$ cat config.mk
export PLATFORM = sky130hd
export DESIGN_NAME = slink_tx_arb
export DESIGN_NICKNAME = d
export VERILOG_FILES = /design/src/rtl/slink_tx_arb.sv
export SDC_FILE = /design/constraint.sdc
export NUM_CORES = 1
export LEC_CHECK = 0
export BUFFER_PORTS_ARGS = -buffer_cell sky130_fd_sc_hd__buf_2
export CELL_PAD_IN_SITES_DETAIL_PLACEMENT = 0
export CELL_PAD_IN_SITES_GLOBAL_PLACEMENT = 1
export CORE_UTILIZATION = 39
export CTS_CLUSTER_DIAMETER = 30
export CTS_CLUSTER_SIZE = 24
export DETAILED_ROUTE_END_ITERATION = 6
export PLACE_DENSITY_LB_ADDON = 0.1
export SETUP_SLACK_MARGIN = 0.02
export SYNTH_ARGS = -nofsm -noshare
export SYNTH_HDL_FRONTEND = slang
export SYNTH_SLANG_ARGS = --single-unit
$ cat constraint.sdc
create_clock -name clk_12_5m -period 4.6 [get_ports clk_12_5m]
set_input_delay 0.69 -clock clk_12_5m [delete_from_list [all_inputs] [get_ports clk_12_5m]]
set_output_delay 0.69 -clock clk_12_5m [all_outputs]
set_load 0.02 [all_outputs]
$ cat src/rtl/slink_tx_arb.sv
// Frame-granular round-robin arbiter sharing one SLINK_TX transmit path among N_SRC frame FIFOs.
// Grants whole frames, enforces an inter-frame gap and abandons frames that exceed a watchdog.
module slink_tx_arb #(
   parameter int unsigned N_SRC      = 4,
   parameter int unsigned IFG_CYCLES = 8,
   parameter int unsigned TMO_CYCLES = 4096
) (
   input  logic                  clk_12_5m,
   input  logic                  rst_12_5m,
   input  logic [N_SRC-1:0]      src_req,
   input  logic [18*N_SRC-1:0]   src_data,
   input  logic [N_SRC-1:0]      src_dval,
   output logic [N_SRC-1:0]      src_rdreq,
   output logic [N_SRC-1:0]      src_grant,
   output logic [17:0]           mmtx_mactx_data,
   output logic                  mmtx_mactx_dval,
   input  logic                  mactx_mmtx_rdreq,
   input  logic                  slink_tx_eop,
   output logic                  arb_busy,
   output logic                  arb_timeout,
   output logic [15:0]           arb_frame_cnt
);

   localparam int unsigned W_WORD = 18;
   localparam int unsigned W_IDX  = (N_SRC > 1) ? $clog2(N_SRC) : 1;
   localparam int unsigned W_GAP  = 8;
   localparam int unsigned W_WDOG = 16;
   localparam int unsigned W_CNT  = 16;

   typedef enum logic [1:0] {
      S_IDLE  = 2'd0,
      S_GRANT = 2'd1,
      S_XFER  = 2'd2,
      S_GAP   = 2'd3
   } state_t;

   state_t             state, state_nxt;
   logic [N_SRC-1:0]   grant, grant_nxt;
   logic [W_IDX-1:0]   gidx, gidx_nxt;
   logic [W_IDX-1:0]   last, last_nxt;
   logic [W_GAP-1:0]   gap_cnt, gap_nxt;
   logic [W_WDOG-1:0]  wdog, wdog_nxt;
   logic               tmo, tmo_nxt;
   logic [W_CNT-1:0]   frame_cnt, frame_cnt_nxt;
   logic               busy, busy_nxt;
   logic [W_IDX-1:0]   pick;
   logic [W_IDX-1:0]   cand;
   logic               found;
   logic [1:0]         rst_sync;
   logic               rst_n;

   // Assert asynchronously, release only after two clean clock edges
   always_ff @(posedge clk_12_5m or negedge rst_12_5m) begin
      if (!rst_12_5m) begin
         rst_sync <= 2'b00;
      end else begin
         rst_sync <= {rst_sync[0], 1'b1};
      end
   end

   assign rst_n = rst_sync[1];

   // Round-robin search starting just after the last granted source
   always_comb begin
      pick  = last;
      cand  = '0;
      found = 1'b0;
      for (int unsigned k = 1; k <= N_SRC; k++) begin
         cand = W_IDX'((32'(last) + k) % N_SRC);
         if (!found && src_req[cand]) begin
            pick  = cand;
            found = 1'b1;
         end
      end
   end

   always_ff @(posedge clk_12_5m or negedge rst_n) begin
      if (!rst_n) begin
         state     <= S_IDLE;
         grant     <= '0;
         gidx      <= '0;
         last      <= W_IDX'(N_SRC - 1);
         gap_cnt   <= '0;
         wdog      <= '0;
         tmo       <= 1'b0;
         frame_cnt <= '0;
         busy      <= 1'b0;
      end else begin
         state     <= state_nxt;
         grant     <= grant_nxt;
         gidx      <= gidx_nxt;
         last      <= last_nxt;
         gap_cnt   <= gap_nxt;
         wdog      <= wdog_nxt;
         tmo       <= tmo_nxt;
         frame_cnt <= frame_cnt_nxt;
         busy      <= busy_nxt;
      end
   end

   always_comb begin
      state_nxt     = state;
      grant_nxt     = grant;
      gidx_nxt      = gidx;
      last_nxt      = last;
      gap_nxt       = gap_cnt;
      wdog_nxt      = wdog;
      tmo_nxt       = 1'b0;
      frame_cnt_nxt = frame_cnt;

      case (state)
         S_IDLE: begin
            if (|src_req) begin
               grant_nxt = N_SRC'(1) << pick;
               gidx_nxt  = pick;
               state_nxt = S_GRANT;
            end
         end
         S_GRANT: begin
            last_nxt  = gidx;
            wdog_nxt  = '0;
            state_nxt = S_XFER;
         end
         S_XFER: begin
            // eop takes priority over a watchdog expiry in the same cycle
            if (slink_tx_eop) begin
               frame_cnt_nxt = frame_cnt + W_CNT'(1);
               grant_nxt     = '0;
               gap_nxt       = W_GAP'(IFG_CYCLES);
               state_nxt     = S_GAP;
            end else if (wdog == W_WDOG'(TMO_CYCLES - 1)) begin
               tmo_nxt   = 1'b1;
               grant_nxt = '0;
               gap_nxt   = W_GAP'(IFG_CYCLES);
               state_nxt = S_GAP;
            end else begin
               wdog_nxt = wdog + W_WDOG'(1);
            end
         end
         S_GAP: begin
            gap_nxt = gap_cnt - W_GAP'(1);
            if (gap_cnt <= W_GAP'(1)) begin
               gap_nxt   = '0;
               state_nxt = S_IDLE;
            end
         end
         default: begin
            state_nxt = S_IDLE;
            grant_nxt = '0;
         end
      endcase

      busy_nxt = (state_nxt == S_GRANT) || (state_nxt == S_XFER);
   end

   // Combinational routing keeps the FIFO read latency intact through the arbiter
   always_comb begin
      src_rdreq       = '0;
      mmtx_mactx_data = '0;
      mmtx_mactx_dval = 1'b0;
      if (state == S_XFER) begin
         for (int unsigned i = 0; i < N_SRC; i++) begin
            if (grant[i]) begin
               src_rdreq[i]    = mactx_mmtx_rdreq;
               mmtx_mactx_data = src_data[i*W_WORD +: W_WORD];
               mmtx_mactx_dval = src_dval[i];
            end
         end
      end
   end

   assign src_grant     = grant;
   assign arb_busy      = busy;
   assign arb_timeout   = tmo;
   assign arb_frame_cnt = frame_cnt;

endmodule

; ---- Yosys cells after proc, flatten, opt, wreduce, memory -nomap -nowiden
; Cells that the tools add are included.
; Widths: inputs -> output; s select.
[totals]
out_inout_bits = 45
wordCells = 99
reg_bits = 54
input_bits = 84
[op_classes]
n_shift = 1
mux = 49
add_sub_neg = 7
reduce_logical = 17
n_lt_le_gt_ge = 5
n_eq_ne = 10
[op_table]
columns = operator, n
row1 = $mux 18, 5
row2 = $add 16x1->16 const B, 2
row3 = $mux 16, 2
row4 = $pmux 16 s2, 1
row5 = $mux 8, 3
row6 = $mux 1, 19
row7 = $eq 16x12->1 const B, 1
row8 = $mux 2, 8
row9 = $mux 4, 4
row10 = $pmux 8 s2, 1
row11 = $lt 2x3->1 const B, 4
row12 = $bmux 1 s2, 4
row13 = $le 8x1->1 const B, 1
row14 = $pmux 2 s4, 1
row15 = $pmux 4 s2, 1
row16 = $sub 8x1->8 const B, 1
row17 = $eq 2x2->1 const B, 3
row18 = $ne 2x2->1 const B, 3
row19 = $reduce_and 2->1, 3
row20 = $reduce_and 3->1, 2
row21 = $reduce_bool 2->1, 3
row22 = $add 2x1->2 const B, 2
row23 = $add 2x2->2 const B, 2
row24 = $eq 2x1->1 const B, 2
row25 = other kinds (7), 11

; ---- Depth between registers and ports, before layout
[depth]
word_depth = 16
ltp_mapped = 6
ltp_nobuf = 6

; ---- Worst setup path before layout
; OpenSTA, ideal clock, no wires.
[synth_path]
kind = reg2out
from = register grant[0] (netlist: src_grant[0])
to = output mmtx_mactx_data[7]
path_slack_ps = 1978
t_required_ps = 3910
n_path_buf = 2
t_arrival_ps = 1932
path_stages_with_launch = 7
path_cell_list = dfrtp_1 -> nor2b_1 -> clkbuf_1 -> buf_1 -> a221oi_1 -> a211o_1 -> a21oi_1
[synth_between]
elab_chain_len = 5
[synth_lines]
columns = item, line_no
row1 = "start, declared", 38  ; logic [N_SRC-1:0] grant, grant_nxt;
row2 = "start signal, assigned", 90  ; grant <= grant_nxt;
row3 = $mux 18 (4 in a row), 163  ; if (grant[i]) begin
row4 = $mux 18, 161  ; if (state == S_XFER) begin
row5 = "end, declared", 15  ; output logic [17:0] mmtx_mactx_data,
; No other way between the ends.

; ---- Worst setup path in the final report
[layout_path]
from = register grant[2] (netlist: src_grant[2])
to = output mmtx_mactx_data[17]
[layout_between]
elab_chain_len = 3
[layout_lines]
columns = item, line_no
row1 = $mux 18 (2 in a row), 163
row2 = $mux 18, 161
; No other way between the ends.

==> impl_results.md <==
* Status: finished clean
* Setup Crit Path Kind: flip-flop to output pin
* Setup_tns at 0 ns
* Leakage at 0.00197 uW
* Initial DRC count at 95
* Die Y-Extent at 94.8 um
* IO Pins at 129
* IO Port Bufs at 128
* RSZ-0062 raised after global routing: no
* Clock latency on the worst-skew pair at 0.31 ns
* Crit path max-delay family: flip-flops
* NetSw at 886 uW
* Area grow syn2layout at 24.1%
* Nets at 588
* Worst setup EP type: output pin
* Final Hold Vio Count at 0
* Pre-antenna DRT Iters at 4
* Initial antenna violation count at 0
* Switching portion of total power at 44.4%
* Routed len/inst at 14.8 um
* Die Area at 0.00899 mm2
* DRC Markers at 0
* Worst-path clk slew at 0.11 ns
* Crit-path max cell delay at 1.16 ns
* Final ANT Viol Nets at 0
* H-Tree Depth at 2
* Final setup viols at 0
* Peak VDD IR at 0.258 mV
* Drt total wl at 8.99 mm
* Cell variety after synth at 56
* Vias in the first global route at 2,805
* Most frequent cells in the layout: buf_2, dfrtp_1, nand2_1
* Sequential share of the synthesized area at 40.3%
* First-pass GRT wire length at 13.7 mm
* Sequential share of power at 39.8%
* Post-CTS setup buffers at 0
* Worst Path Max Fanout at 41
* Final worst path period share at 64.2%
* Via count at 3,321
* Fin Hold WS at 0.142 ns
* Fmax at 0.339 GHz
* GPL Wtd Cong at 0.760
* DP Worst Slack at 1.92 ns
* Num rows at 33
* Crit start category: flip-flop
* Most common cell after layout, fill and taps aside: buf_2
* Post-synthesis register bit count at 54
* Tot GR Track Use at 19.3%
* Core Area at 0.00826 mm2
* Crit path cell chain: a221oi_1, a211o_1, a21oi_1, buf_2
* Fin util at 50.5%
* Post-cts repair resize count at 0
* Skew final at 0.00874 ns
* Synth Cell Area at 0.00336 mm2
* Clk pwr share at 13.9%
* Critical Path AT at 2.26 ns
* # diodes at 0
* Final Max Tran Viols at 0
* Int Pwr at 1110 uW
* Mapped Cells at 382
* Clock Sinks at 54
* Post-synth EDFFs at 0
* Crit-path slowest cell: dfrtp_1
* Clk buf depth at 2
* Buffers plus inverters on the worst setup path at 1
* Largest net degree at the start of global routing at 53
* Final setup margin at 1.65 ns
* Slew margin rel. at 17.1%
* Mapped Avg Cell Area at 8.80 um2
* Post-DP HPWL at 6.63 mm
* Clk Tree Root Cell: clkbuf_8
* Layout cells sized above 1 at 30.5%
* Warnings from Yosys at 0
* Mapped Nets at 470
* PwrDens at 479 mW/mm2
* Worst slew pin tran at 1.24 ns
* Cts hold-fix bufs at 0
* Starting Density at 40.7%
* Min Tclk post-route at 2.95 ns
* Cts bufs inserted at 5
* Worst min-delay path class: input port to asynchronous set/reset pin
* Via-per-instance ratio at 5.48
* Most used flip-flop cell after synthesis: dfrtp_1
* Gate power share at 46.3%
* Fill cells at 836
* Crit path required time at 3.91 ns
* Global route overflow at 0
* CTS tree: built
* Ys async rst share at 100%
* MaxCap Viol Count at 0
* Die Wd at 94.8 um
-- metal layers --
metal / GRT usage (%) / vias to the layer above / share of wire [%]
met5: 0 / - / 0
met4: 3.41 / 0 / 0.61
met3: 3.14 / 5 / 4.9
met2: 32.0 / 85 / 48
met1: 26.9 / 1578 / 46
li1: - / 1653 / -
-- synth_stat cells (all sizes together), types with 5 or more instances --
master / count / area, um2
dfrtp: 52 / 1300
a31oi: 6 / 37.5
buf: 7 / 36.3
o21ai: 11 / 55.1
nand2b: 5 / 31.3
nor3: 5 / 25.0
a221oi: 19 / 166
or4: 9 / 75.1
a211o: 19 / 166
nand4: 7 / 43.8
clkbuf: 14 / 52.6
o31ai: 8 / 65.1
inv: 28 / 105
and3: 8 / 50.1
xnor2: 11 / 96.3
nand2: 47 / 176
a21oi: 38 / 201
or3: 5 / 31.3
nand3: 11 / 55.1
nor4: 5 / 31.3
nor2: 12 / 45.0
-- registers in the layout, summed over array words and instances (netlist names) --
name,flops
arb_frame_cnt,16
gap_cnt,8
src_grant,4
wdog,16
rst_sync,2
gidx,2
arb_busy,1
arb_timeout,1
state,2
last,2
-- stage by stage --
step / std cells / area [um2] / power [uW]
2_1_floorplan: 382 / 3360 / 1460
3_3_place_gp: 598 / 4080 / 1720
3_5_place_dp: 598 / 4080 / 1730
4_1_cts: 606 / 4170 / 2010
5_1_grt: 606 / 4170 / 2160
6_report: 606 / 4170 / 2000
-- path summary, 6_finish.rpt --
path	startpoint	endpoint	slack [ns]	depth (start not counted)
setup / recovery	src_grant[2]	mmtx_mactx_data[17]	1.65	4
hold / removal	rst_12_5m	rst_sync[1]	0.14	1
setup reg to reg	state[0]	wdog[7]	2.18	4
hold reg to reg	rst_sync[1]	arb_frame_cnt[12]	0.37	1
max in group asynchronous	rst_sync[1]	gap_cnt[1]	3.77	1
min in group clk_12_5m	rst_sync[0]	rst_sync[1]	0.39	0
-- layout make-up --
cell class / count / area (um2) / area share [%]
Multi-Input combinational cell: 279 / 1810 / 43.5
Clock inverter: 3 / 25.0 / 0.600
Sequential cell: 54 / 1360 / 32.5
Clock buffer: 5 / 68.8 / 1.65
Timing Repair Buffer: 132 / 671 / 16.1
Inverter: 28 / 105 / 2.52
Tap cell: 105 / 131 / 3.15
-- power by group through the flow --
stage | logic (uW) | registers (uW) | clock network (uW)
5_1_grt | 1040 | 823 | 303
3_5_place_dp | 929 | 804 | 0
6_report | 926 | 795 | 277
4_1_cts | 935 | 794 | 284
3_3_place_gp | 918 | 800 | 0
2_1_floorplan | 722 | 740 | 0
-- cells by family after synthesis --
| family | after synthesis | synth area share (%) |
|---|---|---|
| buffers and inverters | 49 | 5.77 |
| multiplexers | 4 | 1.23 |
| XOR/XNOR | 15 | 3.91 |
| adder cells (fa/ha/maj) | 4 | 1.49 |
| other | 1 | 0.112 |
| AO/OA/AOI/OAI | 124 | 26.7 |
| AND/OR/NAND/NOR | 131 | 20.6 |
| flip-flops | 54 | 40.3 |
-- worst register-to-register path, cell delays in order (launching register included) --
cell and delay, ns:
dfrtp_1 0.54, nor3b_1 0.50, o2111ai_1 0.52, or4_1 0.64
a21oi_1 0.15
(Power assumes the default switching activity.)
